## src/rtl/spi_reg_ctrl.sv

```systemverilog
// SPI mode-0 slave that loads the five PWM configuration registers from 16-bit write frames.
// Pins are synchronised into clk; frame format is {R/W, addr[6:0], data[7:0]}, MSB first.
module spi_reg_ctrl #(
  parameter int SYNC_STAGES = 2,
  parameter int MAX_ADDR    = 4
) (
  input  logic       clk,
  input  logic       rst,
  input  logic       sclk,
  input  logic       copi,
  input  logic       ncs,
  output logic [7:0] en_reg_out_7_0,
  output logic [7:0] en_reg_out_15_8,
  output logic [7:0] en_reg_pwm_7_0,
  output logic [7:0] en_reg_pwm_15_8,
  output logic [7:0] pwm_duty_cycle,
  output logic       frame_err
);

  typedef enum logic [1:0] {IDLE, SHIFT, COMMIT} state_t;

  // Synchronisers and history are left out of reset so that ncs held low
  // through reset never looks like a fresh falling edge.
  logic [SYNC_STAGES-1:0][2:0] r_sync;
  logic [2:0]                  r_hist;
  logic [2:0]                  w_pins;

  always_ff @(posedge clk) begin
    r_sync <= {r_sync[SYNC_STAGES-2:0], {ncs, copi, sclk}};
    r_hist <= w_pins;
  end

  assign w_pins = r_sync[SYNC_STAGES-1];

  logic w_sclk_rise, w_copi, w_ncs_fall, w_ncs_rise;
  assign w_sclk_rise = w_pins[0] & ~r_hist[0];
  assign w_copi      = w_pins[1];
  assign w_ncs_fall  = ~w_pins[2] & r_hist[2];
  assign w_ncs_rise  = w_pins[2] & ~r_hist[2];

  state_t      r_state, w_next;
  logic [15:0] r_shift;
  logic [4:0]  r_cnt;
  logic [6:0]  w_addr;
  logic [7:0]  w_data;
  logic        w_wr;

  assign w_addr = r_shift[14:8];
  assign w_data = r_shift[7:0];

  always_ff @(posedge clk) begin
    if (rst) r_state <= IDLE;
    else     r_state <= w_next;
  end

  always_comb begin
    w_next = r_state;
    case (r_state)
      IDLE:    if (w_ncs_fall) w_next = SHIFT;
      SHIFT:   if (w_ncs_rise) w_next = COMMIT;
      COMMIT:  w_next = IDLE;
      default: w_next = IDLE;
    endcase
  end

  always_comb begin
    w_wr      = 1'b0;
    frame_err = 1'b0;
    if (r_state == COMMIT) begin
      frame_err = (r_cnt != 5'd16);
      w_wr      = (r_cnt == 5'd16) && r_shift[15] && (w_addr <= 7'(MAX_ADDR));
    end
  end

  // An sclk rise coinciding with the ncs rise is still shifted before COMMIT.
  always_ff @(posedge clk) begin
    if (rst) begin
      r_shift <= '0;
      r_cnt   <= '0;
    end else if (r_state == IDLE && w_ncs_fall) begin
      r_shift <= '0;
      r_cnt   <= '0;
    end else if (r_state == SHIFT && w_sclk_rise) begin
      r_shift <= {r_shift[14:0], w_copi};
      if (r_cnt != 5'd17) r_cnt <= r_cnt + 5'd1;
    end
  end

  logic [4:0][7:0] r_regs;

  always_ff @(posedge clk) begin
    if (rst) r_regs <= '0;
    else if (w_wr) begin
      for (int i = 0; i < 5; i++)
        if (w_addr == 7'(i)) r_regs[i] <= w_data;
    end
  end

  assign en_reg_out_7_0  = r_regs[0];
  assign en_reg_out_15_8 = r_regs[1];
  assign en_reg_pwm_7_0  = r_regs[2];
  assign en_reg_pwm_15_8 = r_regs[3];
  assign pwm_duty_cycle  = r_regs[4];

endmodule
```

## config.mk

```make
export PLATFORM = sky130hd
export DESIGN_NAME = spi_reg_ctrl
export DESIGN_NICKNAME = d
export VERILOG_FILES = /design/src/rtl/spi_reg_ctrl.sv
export SDC_FILE = /design/constraint.sdc
export NUM_CORES = 1
export LEC_CHECK = 0
export ABC_AREA = 1
export CORE_MARGIN = 1
export CORE_UTILIZATION = 60
export DETAILED_ROUTE_END_ITERATION = 6
export DONT_BUFFER_PORTS = 1
export GPL_ROUTABILITY_DRIVEN = 0
export HOLD_SLACK_MARGIN = 0.03
export PLACE_DENSITY_LB_ADDON = 0.1
export SKIP_CTS_REPAIR_TIMING = 1
export SYNTH_ARGS = -nofsm -noshare
export SYNTH_HDL_FRONTEND = slang
export SYNTH_SLANG_ARGS = --single-unit
```

## constraint.sdc

```tcl
create_clock -name clk -period 1.65 [get_ports clk]
set_input_delay 0.2475 -clock clk [delete_from_list [all_inputs] [get_ports clk]]
set_output_delay 0.2475 -clock clk [all_outputs]
set_load 0.1 [all_outputs]
```

; Yosys cells after proc, flatten, opt, wreduce, memory -nomap -nowiden
; Index checks and enable logic that the tools add are counted.
[totals]
register_bits = 72
input_bits = 5
out_inout_bits = 41
word_cells = 49
[op_classes]
addsub = 1
magnitude_cmp = 1
n_eq_ne = 11
mux = 5
bitwise = 6
n_reduce_logical = 14
[ops]
columns = cell, n
row1 = 7-bit by 2-bit == test with 1-bit output (second input constant), 2
row2 = 2-bit AND reduction, 7
row3 = 5-bit inequality test (second input constant), 2
row4 = 7-bit by 1-bit == test with 1-bit output (second input constant), 1
row5 = 7-bit by 3-bit == test with 1-bit output (second input constant), 1
row6 = 7-bit by 3-bit <= comparator with 1-bit output (second input constant), 1
row7 = 7-bit zero test, 1
row8 = 5-bit by 1-bit adder with 5-bit output (second input constant), 1
row9 = 5-bit == test (second input constant), 1
row10 = 1-bit logical AND, 4
row11 = 2-bit two-way mux, 2
row12 = 2-bit inequality test (second input constant), 2
row13 = 2-bit one-hot mux with 2 select lines, 1
row14 = 1-bit bitwise AND, 3
row15 = 1-bit inverter, 3
row16 = 2-bit by 1-bit == test with 1-bit output (second input constant), 1
row17 = 2-bit == test (second input constant), 1
row18 = 2-bit zero test, 1
row19 = 1-bit two-way mux, 2
row20 = 2-bit OR reduction, 1

; Logic depth before layout (Yosys ltp)
; Gate-level depths: netlist of the first run.
[depth]
depth_word = 5
depth_mapped = 9
depth_no_buf = 9

; Worst setup path after synthesis of the first run
; Ideal clock, no wire load.
[synth_path]
kind = register to output
startpoint = register r_cnt[0]
endpoint = output port frame_err
t_arrival_ns = 2.832
required_ns = 1.402
path_slack_ns = -1.429
stages_incl_launch_ff = 6
n_path_buf = 0
cell_sequence = dfxtp_1 -> inv_1 -> ha_1 -> nand2_1 -> nor3_4 -> nor3_1
[synth_via]
elab_chain_len = 2
[synth_rtl]
columns = element, line
row1 = from (decl), 43  ; logic [4:0] r_cnt;
row2 = from (signal assigned), 85  ; if (r_cnt != 5'd17) r_cnt <= r_cnt + 5'd1;
row3 = 5-bit inequality test, 70  ; frame_err = (r_cnt != 5'd16);
row4 = 1-bit two-way mux, 69  ; if (r_state == COMMIT) begin
row5 = to (decl), 17  ; output logic frame_err
; No other way between the ends.

; Worst setup path in the final report of the first run
; Ends and elaborated chain as after synthesis.

==> results.sh, run 1 <==
export IMPL_peakVddDrop_uv=825
export IMPL_finClkSkew_ns=0.00266
export IMPL_finalHoldViolCount=0
export IMPL_worstPathCellList="inv_2 > ha_4 > nand2_4 > nor3_4 > buf_6 > nor3_4 > buf_12"
export IMPL_synth_area_mm2=0.00276
export IMPL_drtIter0Drc=180
export IMPL_clkLatencyLatePin_ns=0.34
export IMPL_row_count=24
export IMPL_crit_path_max_incr_delay_ns=0.34
export IMPL_design_area_mm2=0.00361
export IMPL_avgRoutedWirePerCell_um=13.3
export IMPL_crit_required_ns=1.40
export IMPL_via_per_inst=5.34
export IMPL_io_pins=46
export IMPL_cts_sinks=71
export IMPL_track_usage_pct=25.7
export IMPL_cts_root_buf="clkbuf_8"
export IMPL_leakage_nw=1.61
export IMPL_cts_buffers=9
export IMPL_critPathSlowestCell="dfxtp_2"
export IMPL_cp_max_fo=5
export IMPL_grt_max_degree=41
export IMPL_synth_avg_cell_area_um2=7.63
export IMPL_overflow=0
export IMPL_clk_pin_slew_worst_paths_ns=0.07
export IMPL_synth_seq_cells=71
export IMPL_worstSetupEndpointType="primary output"
export IMPL_drive_gt1_share_pct=24.5
export IMPL_tns_ns=-0.815
export IMPL_cp_arrival_ns=1.58
export IMPL_layout_nets=435
export IMPL_diodes=0
export IMPL_period_minus_slack_ns=1.82
export IMPL_worst_path_most_repeated_cell="nor3_4"
export IMPL_pwr_density_cell_mw_per_mm2=913
export IMPL_die_area_mm2=0.00487
export IMPL_grt_pass1_vias=2222
export IMPL_slew_violations=0
export IMPL_wl_mm=6.42
export IMPL_cts_tree="done"
export IMPL_placed_cell_area_mm2=0.00320
export IMPL_fillers=284
export IMPL_synth_nets=369
export IMPL_yosys_warnings=0
export IMPL_ant_nets=0
export IMPL_violations="setup timing"
export IMPL_antenna_found_initial=0
export IMPL_slew_headroom_pct=73.2
export IMPL_rsz0062_at_grt="yes"
export IMPL_drv_cap=0
export IMPL_area_growth_pct=31.1
export IMPL_synth_area_top_cells="dfxtp_1, nor2_1, nand2_1, o21ai_0, inv_1"
export IMPL_place_ws_ns=-0.0339
export IMPL_coreArea_mm2=0.00438
export IMPL_grt_pass1_wl_mm=9.90
export IMPL_path_delay_family="buffers and inverters"
export IMPL_setup_slack_ns=-0.174
export IMPL_place_hpwl_mm=4.06
export IMPL_clock_path_buffers=2
export IMPL_fp_dieH_um=69.8
export IMPL_cts_htree_levels=3
export IMPL_finalPower_mw=3.30
export IMPL_setup_violations=10
export IMPL_initial_utilization_pct=62.8
export IMPL_status="finished, violations left"
export IMPL_ys_types=23
export IMPL_remaining_drc_errors=0
export IMPL_timing_hold_ws_ns=0.231
export IMPL_io_buffers=0
export IMPL_post_route_period_util_pct=111
export IMPL_hp_class="in2reg"
export IMPL_worstMarginPinSlew_ns=0.403
export IMPL_cp_buffers_inverters=3
export IMPL_synthCells=361
export IMPL_dr_total_vias=2586
export IMPL_synth_top_area_cell="dfxtp_1"
export IMPL_synth_top_cell_area_share_pct=51.6
export IMPL_critPathLaunchType="flip-flop"
export IMPL_fmax_mhz=548
export IMPL_dr_pass1_iters=5
export IMPL_seq_area_frac_synth_pct=51.6
export IMPL_die_w_um=69.8
export IMPL_crit_type="reg2out"
## cells by family (layout without fill, tap and decap cells)
kind of cell	count (synthesis)	after routing	share of synthesized area (%)
AOI/OAI and AO/OA	55	55	9.99
xor gates and xnor gates	1	1	0.318
adders and majority gates	3	3	1.36
buffers and inverters	50	120	6.90
DFF	71	71	51.6
and+or+nand+nor	181	182	29.8
## worst paths after layout
kind | to | slack, ns | startpoint | cells after the start
min | r_cnt[0] | 0.23 | rst | 3
max reg2reg | en_reg_out_15_8[3] | -0.13 | r_cnt[0] | 12
min reg2reg | w_pins[2] | 0.33 | r_sync[2] | 0
max | frame_err | -0.17 | r_cnt[0] | 7
## tightest hold or removal path: stages
cell and delay [ns]:
inv_1 0.04, nand2_2 0.17, a21oi_1 0.06
## stage by stage
| step | util (%) | cells |
|---|---|---|
| CTS | 77.7 | 469 |
| global placement | 73.0 | 453 |
| finish | 82.4 | 484 |
| floorplan | - | 361 |
| detailed placement | 73.0 | 453 |
| global route | 82.4 | 484 |
## cell usage after synthesis, drive strengths merged
master	number
nor2	95
dfxtp	71
nand2	51
inv	39
o21ai	33
a21oi	22
nand4	19
nand3	10
clkbuf	6
buf	5
nor3	5
ha	3
nor4	1
xnor2	1
## per-layer routing
layer	GRT usage [%]	up-vias	share of wire, %
met3	7.85	9	6.6
met5	0	-	0
met2	41.0	93	50
li1	-	1297	-
met1	32.4	1187	43
met4	10.2	0	1.3
## placed cells by master, fill, tap and decap left out, types with 11 or more instances in the layout
cell,n
nor2_1,90
inv_1,33
dfxtp_1,70
nand2_1,47
clkbuf_8,11
buf_4,54
a21oi_1,22
nand4_1,18
o21ai_0,19
## registers in the layout, summed over array words and instances (netlist names)
| signal | count |
|---|---|
| r_hist | 2 |
| en_reg_out_7_0 | 8 |
| r_sync | 3 |
| en_reg_out_15_8 | 8 |
| r_state | 2 |
| en_reg_pwm_7_0 | 8 |
| pwm_duty_cycle | 8 |
| en_reg_pwm_15_8 | 8 |
| r_shift | 16 |
| w_pins | 3 |
| r_cnt | 5 |
## power breakdown
group | leakage (nW) | switching [mW] | internal [mW] | total [mW]
logic | 0.927 | 0.0873 | 0.0404 | 0.128
registers | 0.576 | 0.0184 | 1.73 | 1.75
clock network | 0.105 | 0.640 | 0.778 | 1.42
## area by class of cell
class | count | area (um^2) | share of cell area, %
Timing Repair Buffer | 64 | 522 | 14.4
Clock inverter | 5 | 56.3 | 1.56
Tap cell | 52 | 65.1 | 1.80
Clock buffer | 11 | 151 | 4.19
Sequential cell | 71 | 1420 | 39.4
Multi-Input combinational cell | 241 | 1240 | 34.3
Timing Repair inverter | 1 | 5.00 | 0.139
Inverter | 39 | 150 | 4.16
Note: power is estimated with default switching activity, not from simulation.
==> run 2, diff against run 1 <==
--- a/config.mk
+++ b/config.mk
@@ -14,6 +14,7 @@
 export HOLD_SLACK_MARGIN = 0.03
 export PLACE_DENSITY_LB_ADDON = 0.1
 export SKIP_CTS_REPAIR_TIMING = 1
+export SLEW_MARGIN = 20
 export SYNTH_ARGS = -nofsm -noshare
 export SYNTH_HDL_FRONTEND = slang
 export SYNTH_SLANG_ARGS = --single-unit
==> results of run 2 <==
No change in the layout: final DEF, timing and power equal those of run 1.
